--- config.mk ---
export PLATFORM = sky130hd
export DESIGN_NAME = gp_pixel_writer
export DESIGN_NICKNAME = d
export VERILOG_FILES = /design/src/rtl/gp_pixel_writer.sv
export SDC_FILE = /design/constraint.sdc
export NUM_CORES = 1
export LEC_CHECK = 0
export CAP_MARGIN = 25
export CELL_PAD_IN_SITES_DETAIL_PLACEMENT = 1
export CELL_PAD_IN_SITES_GLOBAL_PLACEMENT = 1
export CORE_MARGIN = 2
export CORE_UTILIZATION = 47
export DETAILED_ROUTE_END_ITERATION = 8
export HOLD_SLACK_MARGIN = 0.05
export PLACE_DENSITY_LB_ADDON = 0.12
export SETUP_SLACK_MARGIN = 0.5
export SYNTH_ARGS = -nofsm -noshare
export SYNTH_HDL_FRONTEND = slang
export SYNTH_SLANG_ARGS = --single-unit
--- constraint.sdc ---
create_clock -name clk -period 4.3 [get_ports clk]
set_input_delay 0.86 -clock clk [delete_from_list [all_inputs] [get_ports clk]]
set_output_delay 0.86 -clock clk [all_outputs]
set_load 0.05 [all_outputs]
--- src/rtl/gp_pixel_writer.sv ---
// gp_pixel_writer
// Captures pixel bytes from GP instructions leaving the MEM stage, buffers
// them in a small FIFO and drains them into the frame memory at sequential
// addresses. Signals frame completion, back-pressures MEM while the FIFO is
// full, and flags pixels that arrive after the frame has no room left.
module gp_pixel_writer #(
  parameter int FRAME_PIXELS = 153600,
  parameter int ADDR_W       = 18,
  parameter int DEPTH        = 16
) (
  input  logic              clk,
  input  logic              rst,
  input  logic [4:0]        op_code,
  input  logic [31:0]       alu_result,
  input  logic              frame_start,
  output logic              stall,
  output logic              out_we,
  output logic [ADDR_W-1:0] out_addr,
  output logic [7:0]        out_data,
  input  logic              out_ready,
  output logic              frame_done,
  output logic              overflow,
  output logic [ADDR_W-1:0] pix_count
);

  localparam int PTR_W = $clog2(DEPTH);
  localparam logic [4:0] OP_GP = 5'd10;

  // Occupancy and frame bookkeeping are compared in one extra bit so the
  // sum of written and buffered pixels can reach FRAME_PIXELS without wrap.
  localparam logic [ADDR_W:0]   FRAME_CNT = (ADDR_W+1)'(FRAME_PIXELS);
  localparam logic [ADDR_W-1:0] LAST_ADDR = ADDR_W'(FRAME_PIXELS - 1);
  localparam logic [PTR_W:0]    FULL_CNT  = (PTR_W+1)'(DEPTH);

  typedef enum logic [1:0] {
    IDLE   = 2'd0,
    ACTIVE = 2'd1,
    DONE   = 2'd2
  } state_t;

  state_t           state;
  logic [7:0]       mem [DEPTH];
  logic [PTR_W-1:0] wr_ptr;
  logic [PTR_W-1:0] rd_ptr;
  logic [PTR_W:0]   count;

  logic             gp;
  logic             active;
  logic             fifo_full;
  logic             fifo_empty;
  logic [ADDR_W:0]  pending;
  logic             room;
  logic             push;
  logic             pop;
  logic             drop_ovf;
  logic             last_pop;

  // Decode this cycle's pixel request, FIFO status and write handshake.
  // NOTE: every always_comb output gets a default first so no path can
  // leave it unassigned and infer a latch.
  always_comb begin
    gp         = 1'b0;
    active     = 1'b0;
    fifo_full  = 1'b0;
    fifo_empty = 1'b0;
    pending    = '0;
    room       = 1'b0;
    push       = 1'b0;
    pop        = 1'b0;
    drop_ovf   = 1'b0;
    last_pop   = 1'b0;

    gp         = (op_code == OP_GP);
    active     = (state == ACTIVE);
    fifo_full  = (count == FULL_CNT);
    fifo_empty = (count == '0);

    // Pixels already written plus pixels waiting; the frame can take more
    // only while this stays below the frame size.
    pending    = {1'b0, pix_count} + (ADDR_W+1)'(count);
    room       = (pending < FRAME_CNT);

    // Fullness is judged before any pop this cycle, so a pixel presented
    // to a full FIFO is stalled even if a write drains an entry.
    push       = active && gp && room && !fifo_full && !frame_start;
    pop        = active && !fifo_empty && out_ready;
    last_pop   = pop && (pix_count == LAST_ADDR);

    // Pixels with nowhere to go: after the frame finished, or more than
    // the frame can still hold. These never stall MEM.
    drop_ovf   = gp && !frame_start &&
                 ((state == DONE) || (active && !room));
  end

  // Back-pressure and write-port view derived from registered state.
  always_comb begin
    stall    = 1'b0;
    out_we   = 1'b0;
    out_data = 8'h00;

    stall    = active && gp && room && fifo_full;
    out_we   = active && !fifo_empty;
    if (!fifo_empty) out_data = mem[rd_ptr];
  end

  assign out_addr = pix_count;

  // Pixel storage; written only on an accepted push.
  // NOTE: the array is deliberately left out of reset; the count register
  // marks which entries are valid, and out_data is forced to 0 when empty.
  always_ff @(posedge clk) begin
    if (push) mem[wr_ptr] <= alu_result[7:0];
  end

  // Frame FSM with FIFO pointers, pixel counter and status flags.
  // NOTE: sequential state uses non-blocking assignments so every register
  // samples the pre-edge values regardless of statement order.
  always_ff @(posedge clk or negedge rst) begin
    if (!rst) begin
      state      <= IDLE;
      wr_ptr     <= '0;
      rd_ptr     <= '0;
      count      <= '0;
      pix_count  <= '0;
      overflow   <= 1'b0;
      frame_done <= 1'b0;
    end else begin
      frame_done <= 1'b0;

      if (frame_start) begin
        // Start or restart a frame: discard anything buffered and any
        // progress or overflow from the previous one.
        state     <= ACTIVE;
        wr_ptr    <= '0;
        rd_ptr    <= '0;
        count     <= '0;
        pix_count <= '0;
        overflow  <= 1'b0;
      end else begin
        if (push) wr_ptr <= wr_ptr + PTR_W'(1);

        if (pop) begin
          rd_ptr    <= rd_ptr + PTR_W'(1);
          pix_count <= pix_count + ADDR_W'(1);
        end

        case ({push, pop})
          2'b10:   count <= count + (PTR_W+1)'(1);
          2'b01:   count <= count - (PTR_W+1)'(1);
          default: count <= count;
        endcase

        if (drop_ovf) overflow <= 1'b1;

        if (last_pop) begin
          state      <= DONE;
          frame_done <= 1'b1;
        end
      end
    end
  end

endmodule

==> results.ini <==
[status]
outcome = finished clean

[timing]
maxSlewHeadroom = 0.453
final_period_minus_worst_setup_slack_ns = 3.69
report.final.slew_viol_count = 0
setup_viol = 0
fmaxAchievable_mhz = 271
hold_violations = 0
rsz0062_at_grt = false
tightestPinTransition_ns = 0.821
final.setup_skew_ns = 0.00695
setup_total_negative_slack_ns = 0
period_share = 0.858

[synth]
synthXorXnorAreaFrac = 0.0331
synth_top_cell_area_share = 0.535
syn_area_per_cell_um2 = 16.1
adder_cell_fraction_of_synth_area = 0.0254
sequential_share_of_the_synthesized_area = 0.657
synth_top_family_by_area = multiplexers
synth_simple_gate_area_share = 0.0899
netlist-cell-type-count = 47
synth-edff-count = 128
netlist.top_cell.by_area = edfxtp_1
synth_cells = 447
ys_async_sr_fraction = 0.215
synth-warning-count = 0
synth-compound-area-share = 0.0275
yosys_register_bits = 163
synthesis.area_um2 = 7180
synthesis.nets = 502
synth.top_cells.by_area = edfxtp_1 (54%), mux4_2 (13%), dfrtp_1 (12%)
yosys_most_used_dff = edfxtp_1
synthMuxAreaShare = 0.133

[setup_path]
critPathLaunchType = register
critical_path.cell_chain = ha_1 > o211ai_1 > o21ai_2 > mux2_4 > a22oi_2 > o21bai_1 > nor3b_2 > clkdlybuf4s15_2
crit_type = register to output pin
worst_ep_required_time_ns = 3.44
worst_path_dominant_cell_family = compound AO/OA/AOI/OAI gates
crit_path_max_incr_delay_ns = 0.44
critical_path.n_buffers_inverters = 1
worstPathArrival_ns = 2.83
path_max_fanout = 6
critPathSlowestCell = dfrtp_2
critical_path.endpoint_type = output pin

[global_route]
grt_max_degree = 36
vias_in_the_first_global_route = 4221
global_route_wire_length_before_repair_mm = 24.4
grt.total_usage = 0.204
antenna_found_initial = 0
grt.overflow.total = 0

[place]
placement.io_buffers = 64
routability_congestion_estimate = 0.780
dp.final_hpwl_mm = 10.6

[cts]
cts_num_sinks = 163
clock_insertion_delay_worst_skew_ns = 0.43
cts-buffers-inserted = 17
clock_tree.buffer_depth = 2
clock_tree.root_cell = clkbuf_16
clkSlewWorstSetupHoldPaths_ns = 0.07
hold_buffers = 0
ctsHtreeMaxLevel = 4
tritoncts = done

[drt]
wire_per_inst_um = 21.6
drtAntennaViolNets = 0
drcViolationCount = 0
detailroute.via_count = 4066
drt_wl_total_mm = 15.6
dr.pass1.iters = 5
first_iter_violations = 305
number_of_vias_per_cell = 5.62

[final_layout]
fillers = 1407
most-common-layout-cells = edfxtp_1 (128), clkdlybuf4s50_1 (54), nor2_1 (50), mux4_2 (40), dfrtp_1 (29)
layout.core_utilization = 0.574
diodes = 0
syn2layout_area_growth_pct = 20.6
drive_gt1_frac = 0.229
final_net_count = 578
layout.cells.most_common = edfxtp_1

[floorplanning]
core-area_um2 = 15100
floorplan.initialDensity = 0.476
die-width_um = 128
chipHeight_um = 128
design.die.area_um2 = 16300
ioPinCount = 89
rows = 45

[pwr]
ir_worst_vdd_uv = 281
cellLeakagePower_nw = 3.03
power.density_nw_per_um2 = 541

[worst_hold_path]
worstHoldPathType = register to register

[run]
max_cap_violations = 0

[final cells by class]
cell class                      count  area [µm²]  share of cell area
Inverter                            9        33.8             0.00390
Tap cell                          188         235              0.0272
Timing Repair Buffer               92         850              0.0981
Clock inverter                     15         145              0.0168
Sequential cell                   163        4730               0.546
Clock buffer                       17         425              0.0491
Multi-Input combinational cell    240        2240               0.259
[Yosys cell counts, types with 4 or more instances]
| library cell | number |
|---|---|
| clkbuf_1 | 11 |
| dfrtp_1 | 35 |
| inv_1 | 9 |
| nand3_1 | 8 |
| buf_2 | 5 |
| xor2_1 | 12 |
| nand4_1 | 8 |
| buf_4 | 18 |
| mux2i_1 | 4 |
| a21oi_1 | 7 |
| or3_1 | 5 |
| nand2_1 | 21 |
| o21ai_0 | 7 |
| nor2_1 | 50 |
| edfxtp_1 | 128 |
| nor3_1 | 6 |
| ha_1 | 13 |
| nor2b_1 | 11 |
| mux4_2 | 40 |
| xnor2_1 | 12 |
[cells by family (layout without fill, tap and decap cells)]
kind of cell | after synthesis | after routing
fa+ha+maj | 14 | 14
flops | 163 | 163
buf+inv | 44 | 133
simple gates | 128 | 128
mux | 45 | 45
compound gates | 28 | 28
xor+xnor | 25 | 25
[worst register-to-register path, stage by stage, from the launching register on]
cell and delay (ns):
dfrtp_2 0.44, ha_1 0.31, o211ai_1 0.11, o21ai_2 0.31, mux2_4 0.34, a22oi_2 0.25
o21ai_4 0.12, nand2_1 0.08, nand2_1 0.09, inv_2 0.11, ha_1 0.26, nor2b_1 0.15
o21ai_1 0.12, inv_1 0.07, or3_1 0.31, mux2i_1 0.16, xnor2_1 0.16, nor2_1 0.07
[what timing repair did]
item,CTS,global route
pin swaps,0,2
setup buffers,0,7
endpoints found under the setup margin,10,2
resized for setup,12,9
[path summary, 6_finish.rpt]
kind | start | end | slack [ns] | cells past startpoint
hold / removal | overflow$_DFFE_PN0P_ | overflow$_DFFE_PN0P_ | 0.51 | 2
hold reg to reg | overflow$_DFFE_PN0P_ | overflow$_DFFE_PN0P_ | 0.51 | 2
setup / recovery | out_addr[4]$_DFFE_PN0P_ | stall | 0.61 | 8
max in group asynchronous | rst | out_addr[4]$_DFFE_PN0P_ | 3.19 | 1
setup reg to reg | out_addr[4]$_DFFE_PN0P_ | count[4]$_DFFE_PN0P_ | 0.71 | 17
min in group asynchronous | rst | out_addr[16]$_DFFE_PN0P_ | 0.53 | 1
[sequential cells by signal, summed over array words and instances, names as in the netlist]
name / count
frame_done: 1
count: 5
wr_ptr: 4
rd_ptr: 4
mem: 128
out_addr: 18
overflow: 1
state: 2
[metrics by stage]
| step | hold slack (ns) | cells | power [mW] | setup WS (ns) | cell area, µm² |
|---|---|---|---|---|---|
| 6_report | 0.509 | 724 | 4.69 | 0.610 | 8660 |
| 5_1_grt | 0.584 | 724 | 4.88 | 0.483 | 8660 |
| 4_1_cts | 0.506 | 717 | 4.71 | 0.503 | 8590 |
| 3_5_place_dp | 0.493 | 685 | 3.29 | 0.250 | 8020 |
| 3_3_place_gp | 0.484 | 685 | 3.26 | 0.333 | 8020 |
| 2_1_floorplan | 0.488 | 447 | 2.85 | 0.561 | 7180 |
[power by group]
group	internal, mW	switching (mW)
Combinational	0.569	0.860
Clock	0.812	0.647
Sequential	1.74	0.0569
[per-layer routing]
| layer | wire (µm) | up-vias | GRT usage |
|---|---|---|---|
| met5 | 0 | - | 0 |
| met4 | 243 | 0 | 0.0737 |
| met3 | 429 | 18 | 0.0327 |
| met2 | 7490 | 74 | 0.313 |
| met1 | 7480 | 2143 | 0.299 |
| li1 | - | 1831 | - |
No activity file was read; power rests on OpenSTA's default activity.
